File: src/rtl/arb_pkg.sv
// Shared definitions for the two-requester round-robin arbiter.
//   state_t          : FSM state encoding (IDLE / G0 / G1)
//   DEFAULT_MAX_HOLD : default bound on consecutive grant cycles under contention
package arb_pkg;

    typedef enum logic [1:0] {
        IDLE = 2'b00,
        G0   = 2'b01,
        G1   = 2'b10
    } state_t;

    localparam int DEFAULT_MAX_HOLD = 4;

endpackage

File: src/rtl/hold_counter.sv
// Saturating hold counter for the arbiter.
// Ports:
//   clk, rst_n : clock and synchronous active-low reset
//   clr        : clear to zero (takes priority over en)
//   en         : advance by one, saturating at MAX_HOLD-1
//   cnt        : current count
//   tc         : terminal count, high when cnt == MAX_HOLD-1
module hold_counter #(
    parameter int MAX_HOLD = 4,
    parameter int HW       = $clog2(MAX_HOLD + 1)
) (
    input  logic          clk,
    input  logic          rst_n,
    input  logic          clr,
    input  logic          en,
    output logic [HW-1:0] cnt,
    output logic          tc
);

    assign tc = (cnt == HW'(MAX_HOLD - 1));

    always_ff @(posedge clk) begin
        if (!rst_n) begin
            cnt <= '0;
        end else if (clr) begin
            cnt <= '0;
        end else if (en && !tc) begin
            cnt <= cnt + 1'b1;
        end
    end

endmodule

File: src/rtl/mux2.sv
// Shared 2:1 datapath mux steered by the arbiter.
// Ports:
//   sel    : 0 routes d0, 1 routes d1
//   d0, d1 : master data inputs
//   y      : selected data
module mux2 #(
    parameter int W = 8
) (
    input  logic         sel,
    input  logic [W-1:0] d0,
    input  logic [W-1:0] d1,
    output logic [W-1:0] y
);

    assign y = sel ? d1 : d0;

endmodule

File: src/rtl/rr_arbiter_2_1.sv
// Two-requester round-robin arbiter owning a shared 2:1 mux.
// Grants are registered and one-hot (or both low); a hold counter bounds how
// long one master keeps the resource while the other is waiting.
// Ports:
//   clk, rst_n   : clock and synchronous active-low reset
//   req0, req1   : requests from master 0 / master 1
//   gnt0, gnt1   : registered grants
//   sel          : select of the shared mux (0 = master 0, 1 = master 1)
//   busy         : either grant high
//   din0, din1   : master data into the shared mux
//   dout         : shared mux output
module rr_arbiter_2_1
    import arb_pkg::*;
#(
    parameter int MAX_HOLD = DEFAULT_MAX_HOLD,
    parameter int DATA_W   = 8
) (
    input  logic              clk,
    input  logic              rst_n,
    input  logic              req0,
    input  logic              req1,
    output logic              gnt0,
    output logic              gnt1,
    output logic              sel,
    output logic              busy,
    input  logic [DATA_W-1:0] din0,
    input  logic [DATA_W-1:0] din1,
    output logic [DATA_W-1:0] dout
);

    localparam int HW = $clog2(MAX_HOLD + 1);

    state_t          state;
    state_t          nxt;
    logic            last;
    logic            hold_clr;
    logic            hold_en;
    logic            hold_tc;
    logic [HW-1:0]   hcnt;

    // Next-state decision. Under contention in IDLE the master that was not
    // granted most recently wins; an active grant is only preempted once the
    // hold counter has reached its terminal count.
    always_comb begin
        nxt = state;
        case (state)
            IDLE: begin
                if (req0 && req1)  nxt = last ? G0 : G1;
                else if (req0)     nxt = G0;
                else if (req1)     nxt = G1;
                else               nxt = IDLE;
            end
            G0: begin
                if (!req0)                nxt = req1 ? G1 : IDLE;
                else if (req1 && hold_tc) nxt = G1;
                else                      nxt = G0;
            end
            G1: begin
                if (!req1)                nxt = req0 ? G0 : IDLE;
                else if (req0 && hold_tc) nxt = G0;
                else                      nxt = G1;
            end
            default: nxt = IDLE;
        endcase
    end

    // Any state change (including falling back to IDLE) restarts the count;
    // holding a grant advances it even when the other master is quiet.
    assign hold_clr = (nxt != state);
    assign hold_en  = (nxt == state) && (state != IDLE);

    hold_counter #(
        .MAX_HOLD (MAX_HOLD),
        .HW       (HW)
    ) u_hold (
        .clk   (clk),
        .rst_n (rst_n),
        .clr   (hold_clr),
        .en    (hold_en),
        .cnt   (hcnt),
        .tc    (hold_tc)
    );

    // State, priority pointer and registered outputs. sel is only written on
    // entry to a grant state so it holds across IDLE.
    always_ff @(posedge clk) begin
        if (!rst_n) begin
            state <= IDLE;
            last  <= 1'b1;
            gnt0  <= 1'b0;
            gnt1  <= 1'b0;
            sel   <= 1'b0;
        end else begin
            state <= nxt;
            gnt0  <= (nxt == G0);
            gnt1  <= (nxt == G1);
            if (nxt == G0) begin
                last <= 1'b0;
                sel  <= 1'b0;
            end else if (nxt == G1) begin
                last <= 1'b1;
                sel  <= 1'b1;
            end
        end
    end

    assign busy = gnt0 | gnt1;

    mux2 #(
        .W (DATA_W)
    ) u_mux (
        .sel (sel),
        .d0  (din0),
        .d1  (din1),
        .y   (dout)
    );

endmodule

File: config.mk
export PLATFORM = sky130hd
export DESIGN_NAME = rr_arbiter_2_1
export DESIGN_NICKNAME = d
export VERILOG_FILES = /design/src/rtl/arb_pkg.sv /design/src/rtl/hold_counter.sv /design/src/rtl/mux2.sv /design/src/rtl/rr_arbiter_2_1.sv
export SDC_FILE = /design/constraint.sdc
export NUM_CORES = 1
export LEC_CHECK = 0
export BUFFER_PORTS_ARGS = -buffer_cell sky130_fd_sc_hd__clkbuf_2
export CORE_AREA = 3 3 40 42
export CTS_BUF_LIST = sky130_fd_sc_hd__clkbuf_16
export DETAILED_ROUTE_END_ITERATION = 16
export DIE_AREA = 0 0 43 45
export PLACE_DENSITY = 0.76
export SLEW_MARGIN = 5
export SYNTH_ARGS = -nofsm -noshare
export SYNTH_HDL_FRONTEND = slang
export SYNTH_SLANG_ARGS = --single-unit
File: constraint.sdc
create_clock -name clk -period 3 [get_ports clk]
set_input_delay 0.6 -clock clk [delete_from_list [all_inputs] [get_ports clk]]
set_output_delay 0.6 -clock clk [all_outputs]
set_load 0.05 [all_outputs]
# Yosys cells after proc, flatten, opt, wreduce, memory -nomap -nowiden
# Index checks and enable logic that the tools add are counted.
# W data, S select, Z words.
# op_classes
n_addsub,1
bitwise,2
n_reduce_logical,11
eq_ne,7
muxes,13
# op_table
cell,count
$mux W2,8
$mux W8,1
$pmux W2 S3,1
$logic_and A1 B1 Y1,5
$eq A2 B1 Y1 const B,2
$eq A2 B2 Y1 const B,2
$reduce_bool A2 Y1,2
$reduce_or A2 Y1,2
$add A3 B1 Y3 const B,1
$eq A3 B2 Y1 const B,1
$mux W1,3
$eq A2 B2 Y1,1
$logic_not A2 Y1,1
$ne A2 B2 Y1,1
$logic_not A1 Y1,1
$not A1 Y1,1
$or A1 B1 Y1,1
# word_totals
inputBits,20
ff_bits,9

# Depth between registers and ports, before layout
# logic_depth
word_depth,8
mapped_depth,9

# Hierarchy
# From an unflattened synthesis, not the netlist that was laid out.
# hier_totals
cells_unflattened,61
area_unflattened_um2,639.4
# modules_own_cells
module,cells_per_inst,instances,area_per_inst_um2
rr_arbiter_2_1,38,1,356.6
hold_counter,14,1,151.4
mux2,9,1,131.4

# Worst setup path before layout
# Ideal clock, no wire load.
# synth_path
path_kind,reg-to-output
start,register sel
end,output port dout[0]
n_path_buf,1
stages_incl_launch_ff,3
setup_slack_ps,1036
arrival_ps,1364
path_cell_list,dfxtp_1 > buf_2 > mux2_2
# synth_via
elab_chain_cells,1
# synth_lines
element,line_no,text
"start, declared",rr_arbiter_2_1.sv:24,"output logic sel,"
"start signal, assigned",rr_arbiter_2_1.sv:92,sel <= 1'b0;
"start signal, assigned",rr_arbiter_2_1.sv:99,sel <= 1'b0;
"start signal, assigned",rr_arbiter_2_1.sv:102,sel <= 1'b1;
$mux W8,mux2.sv:15,assign y = sel ? d1 : d0;
"end, declared",rr_arbiter_2_1.sv:28,output logic [DATA_W-1:0] dout
# Every way passes these cells.

# Final worst setup path
# layout_path
start,register u_hold.cnt[0]
end,register last
# layout_via
elab_chain_cells,7
# layout_lines
element,line_no,text
"start, declared",hold_counter.sv:16,"output logic [HW-1:0] cnt,"
"start signal, assigned",hold_counter.sv:28,cnt <= cnt + 1'b1;
$eq A3 B2 Y1 (*),hold_counter.sv:20,assign tc = (cnt == HW'(MAX_HOLD - 1));
"$logic_and A1 B1 Y1, on equally long branches","rr_arbiter_2_1.sv:60, rr_arbiter_2_1.sv:55",
"$mux W2, on equally long branches","rr_arbiter_2_1.sv:60, rr_arbiter_2_1.sv:55",
"$mux W2, on equally long branches","rr_arbiter_2_1.sv:59, rr_arbiter_2_1.sv:54",
$pmux W2 S3 (*),rr_arbiter_2_1.sv:46,case (state)
via nxt[0],rr_arbiter_2_1.sv:34,state_t nxt;
$eq A2 B1 Y1 or $eq A2 B2 Y1 (tied branches),"rr_arbiter_2_1.sv:97, rr_arbiter_2_1.sv:100",
$mux W1 or $reduce_bool A2 Y1 (tied branches),n/a,
"end signal, assigned",rr_arbiter_2_1.sv:89,last <= 1'b1;
"end signal, assigned",rr_arbiter_2_1.sv:98,last <= 1'b0;
"end signal, assigned",rr_arbiter_2_1.sv:101,last <= 1'b1;
"end, declared",rr_arbiter_2_1.sv:35,logic last;
# Mark *: on every way through the listed nets, which the timed path passes. The rest lies on a longest branch.
# A chain may end at the register's enable or synchronous reset.

==> run summary <==
status - finished clean
Post-synth EDFFs - 0
final setup violation count - 0
Layout area overhead - 42.8%
Critical Path End Type - flip-flop
CP delay by family, top - adder cells
CTS Hold Bufs - 0
Post-Route Setup TNS - 0 ns
synth top area cells - dfxtp_1, mux2_2, ha_1
WL/cell - 11.5 um
Top FF cell, synth - dfxtp_1
cell area after synthesis - 567 um^2
largest family of logic cells by synthesized area - multiplexers
Syn. warnings - 0
total setup buffers inserted after CTS - 0
cell taking the most area after synthesis - dfxtp_1
clk buf depth - 2
Worst Path Required - 3.12 ns
first-pass GRT wire length - 2000 um
fin nets - 119
Adder-Cell Fraction of Synth Area - 8.83%
Largest stage delay, worst path - 0.34 ns
unrepaired setup endpoints after global routing - false
Non-Filler Instances - 109
Reg area - 180 um^2
Syn Nets - 85
min-delay worst type - reg2reg
Max Clk Rate - 485 MHz
post-synthesis simple-gate area fraction - 18.5%
Hold Fails Final Rpt - 0
Root Driver - clkbuf_16
ant diodes - 0
grt ovf - 0
initial antenna violation count - 0
Max FO, Critical Path - 6
area of the core - 1280 um^2
clock latency on the worst-skew pair - 0.24 ns
row count - 13
number of buffers created by CTS - 3
Filler cells - 115
most common cell in the netlist - dfxtp_1
Synth top cells by count - dfxtp_1, mux2_2, inv_1
layout cells sized above 1 - 50.0%
Placement Setup Slack - 0.997 ns
max-cap viol count - 0
worst setup margin - 0.939 ns
slew at the pin closest to its max-slew limit - 0.383 ns
Synth top area share - 31.8%
Routed WL - 1260 um
WP data arrival - 2.18 ns
IO buf count - 31
Worst VDD drop - 0.000415 V
Synth Area in Compound Gates - 13.2%
Rel. slew slack - 74.5%
Setup Skew - 0.00439 ns
total power - 490 uW
Cells after Synth - 61
Vias - 554
Worst path slowest cell - dfxtp_1
post-synthesis xor/xnor area fraction - 1.55%
post-synthesis mux area share - 20.3%
minimum clock period - 2.06 ns
period utilisation layout - 68.7%
CTS tree - built
post-cts resize count - 0
post-route cell area - 810 um^2
DP Area - 731 um^2
Max Slew Vio Count - 0
Pleak - 0.000425 uW
Final GP Congestion - 0.784
Die Y - 45 um
Seq/Total Area, Yosys - 31.8%
Yosys cell types - 24
DRT antenna net count - 0
vias in the first global route - 497
H-Tree Depth - 1
placed insts - 105
DRT Pass-1 Iters - 3
pwr dens - 605 nW/um^2
drt initial violations - 3
DP HPWL - 946 um
Die ar. - 1940 um^2
Worst-path clk slew - 0.04 ns
die width - 43 um
I/O pin count - 32
#FFs+latches synth - 9
largest net degree at the start of global routing - 11
Crit Path Category - reg2reg
DRC viols - 0
clock sink count - 9
CP dominant cell by count - ha_1
crit-path cells - ha_1 -> ha_1 -> nand2b_1 -> o31ai_2 -> a221oi_2 -> inv_1 -> ha_1 -> mux2i_1 -> nand2_1
multi-input logic area - 354 um^2
ys async rst share - 0%
Tot GR Track Use - 14.3%
Worst Setup Start Kind - flip-flop
average cell area after synthesis - 9.29 um^2
Initial Utilization - 44.1%
drt via density - 5.08
CP Buf/Inv Count - 1
path summary, 6_finish.rpt:
path / slack (ns) / endpoint / start / depth (start not counted)
worst max-delay path: 0.94 / last$_SDFFE_PN1P_ / u_hold.cnt[0]$_SDFFE_PP0P_ / 9
worst min-delay path: 0.54 / last$_SDFFE_PN1P_ / last$_SDFFE_PN1P_ / 2
worst max register to register: 0.94 / last$_SDFFE_PN1P_ / u_hold.cnt[0]$_SDFFE_PP0P_ / 9
worst min register to register: 0.54 / last$_SDFFE_PN1P_ / last$_SDFFE_PN1P_ / 2
per-stage QoR:
stage / hold WS [ns] / util [%]
3_3_place_gp: 0.523 / 56.9
6_report: 0.544 / 63.0
2_1_floorplan: 0.489 / -
5_1_grt: 0.573 / 63.0
4_1_cts: 0.547 / 63.0
3_5_place_dp: 0.537 / 56.9
state kept, by name, summed over array words and instances, names as in the netlist:
register    cells
u_hold.cnt      3
state           2
gnt0            1
sel             1
gnt1            1
last            1
power by group:
group          total (uW)  internal [uW]  switching, uW
clock                 233            174           58.5
sequential            137            127           9.95
combinational         120           43.4           77.0
area by class of cell:
class                      count  share of cell area (%)
timing repair buffer          31                    19.2
inverter                       6                    2.78
sequential                     9                    22.3
multi-input combinational     44                    43.7
tap                           15                    2.32
clock buffer                   3                    9.27
clock inverter                 1                   0.464
metal layers:
| metal | routed length (um) | vias to the layer above | GRT usage (%) |
|---|---|---|---|
| li1 | - | 278 | - |
| met1 | 449 | 240 | 13.2 |
| met5 | 0 | - | 0 |
| met4 | 38 | 0 | 10.8 |
| met2 | 571 | 32 | 25.7 |
| met3 | 195 | 4 | 5.18 |
worst reg2reg max path: stages (launching register included):
cell and delay (ns):
dfxtp_1 0.34, ha_1 0.16, ha_1 0.24, nand2b_1 0.15
o31ai_2 0.07, a221oi_2 0.34, inv_1 0.10, ha_1 0.31
mux2i_1 0.18, nand2_1 0.06
cells in the final DEF, fill, tap and decap left out, types with 2 or more instances in the layout:
master / Yosys / layout
clkbuf_2: 0 / 31
mux2_2: 8 / 8
o21ai_0: 3 / 3
nand2_1: 4 / 4
dfxtp_1: 9 / 9
ha_1: 4 / 4
clkbuf_16: 0 / 3
nand2b_1: 2 / 2
and2_1: 2 / 2
nor2_1: 4 / 4
inv_1: 6 / 7
nor3_1: 2 / 2
and3_1: 3 / 3
kinds of logic after synthesis:
kind of cell,Yosys count
AND/OR/NAND/NOR,20
multiplexers,10
AO/OA/AOI/OAI,9
flip-flops,9
buffers and inverters,8
adder cells (fa/ha/maj),4
XOR/XNOR,1
(Power assumes the default switching activity.)
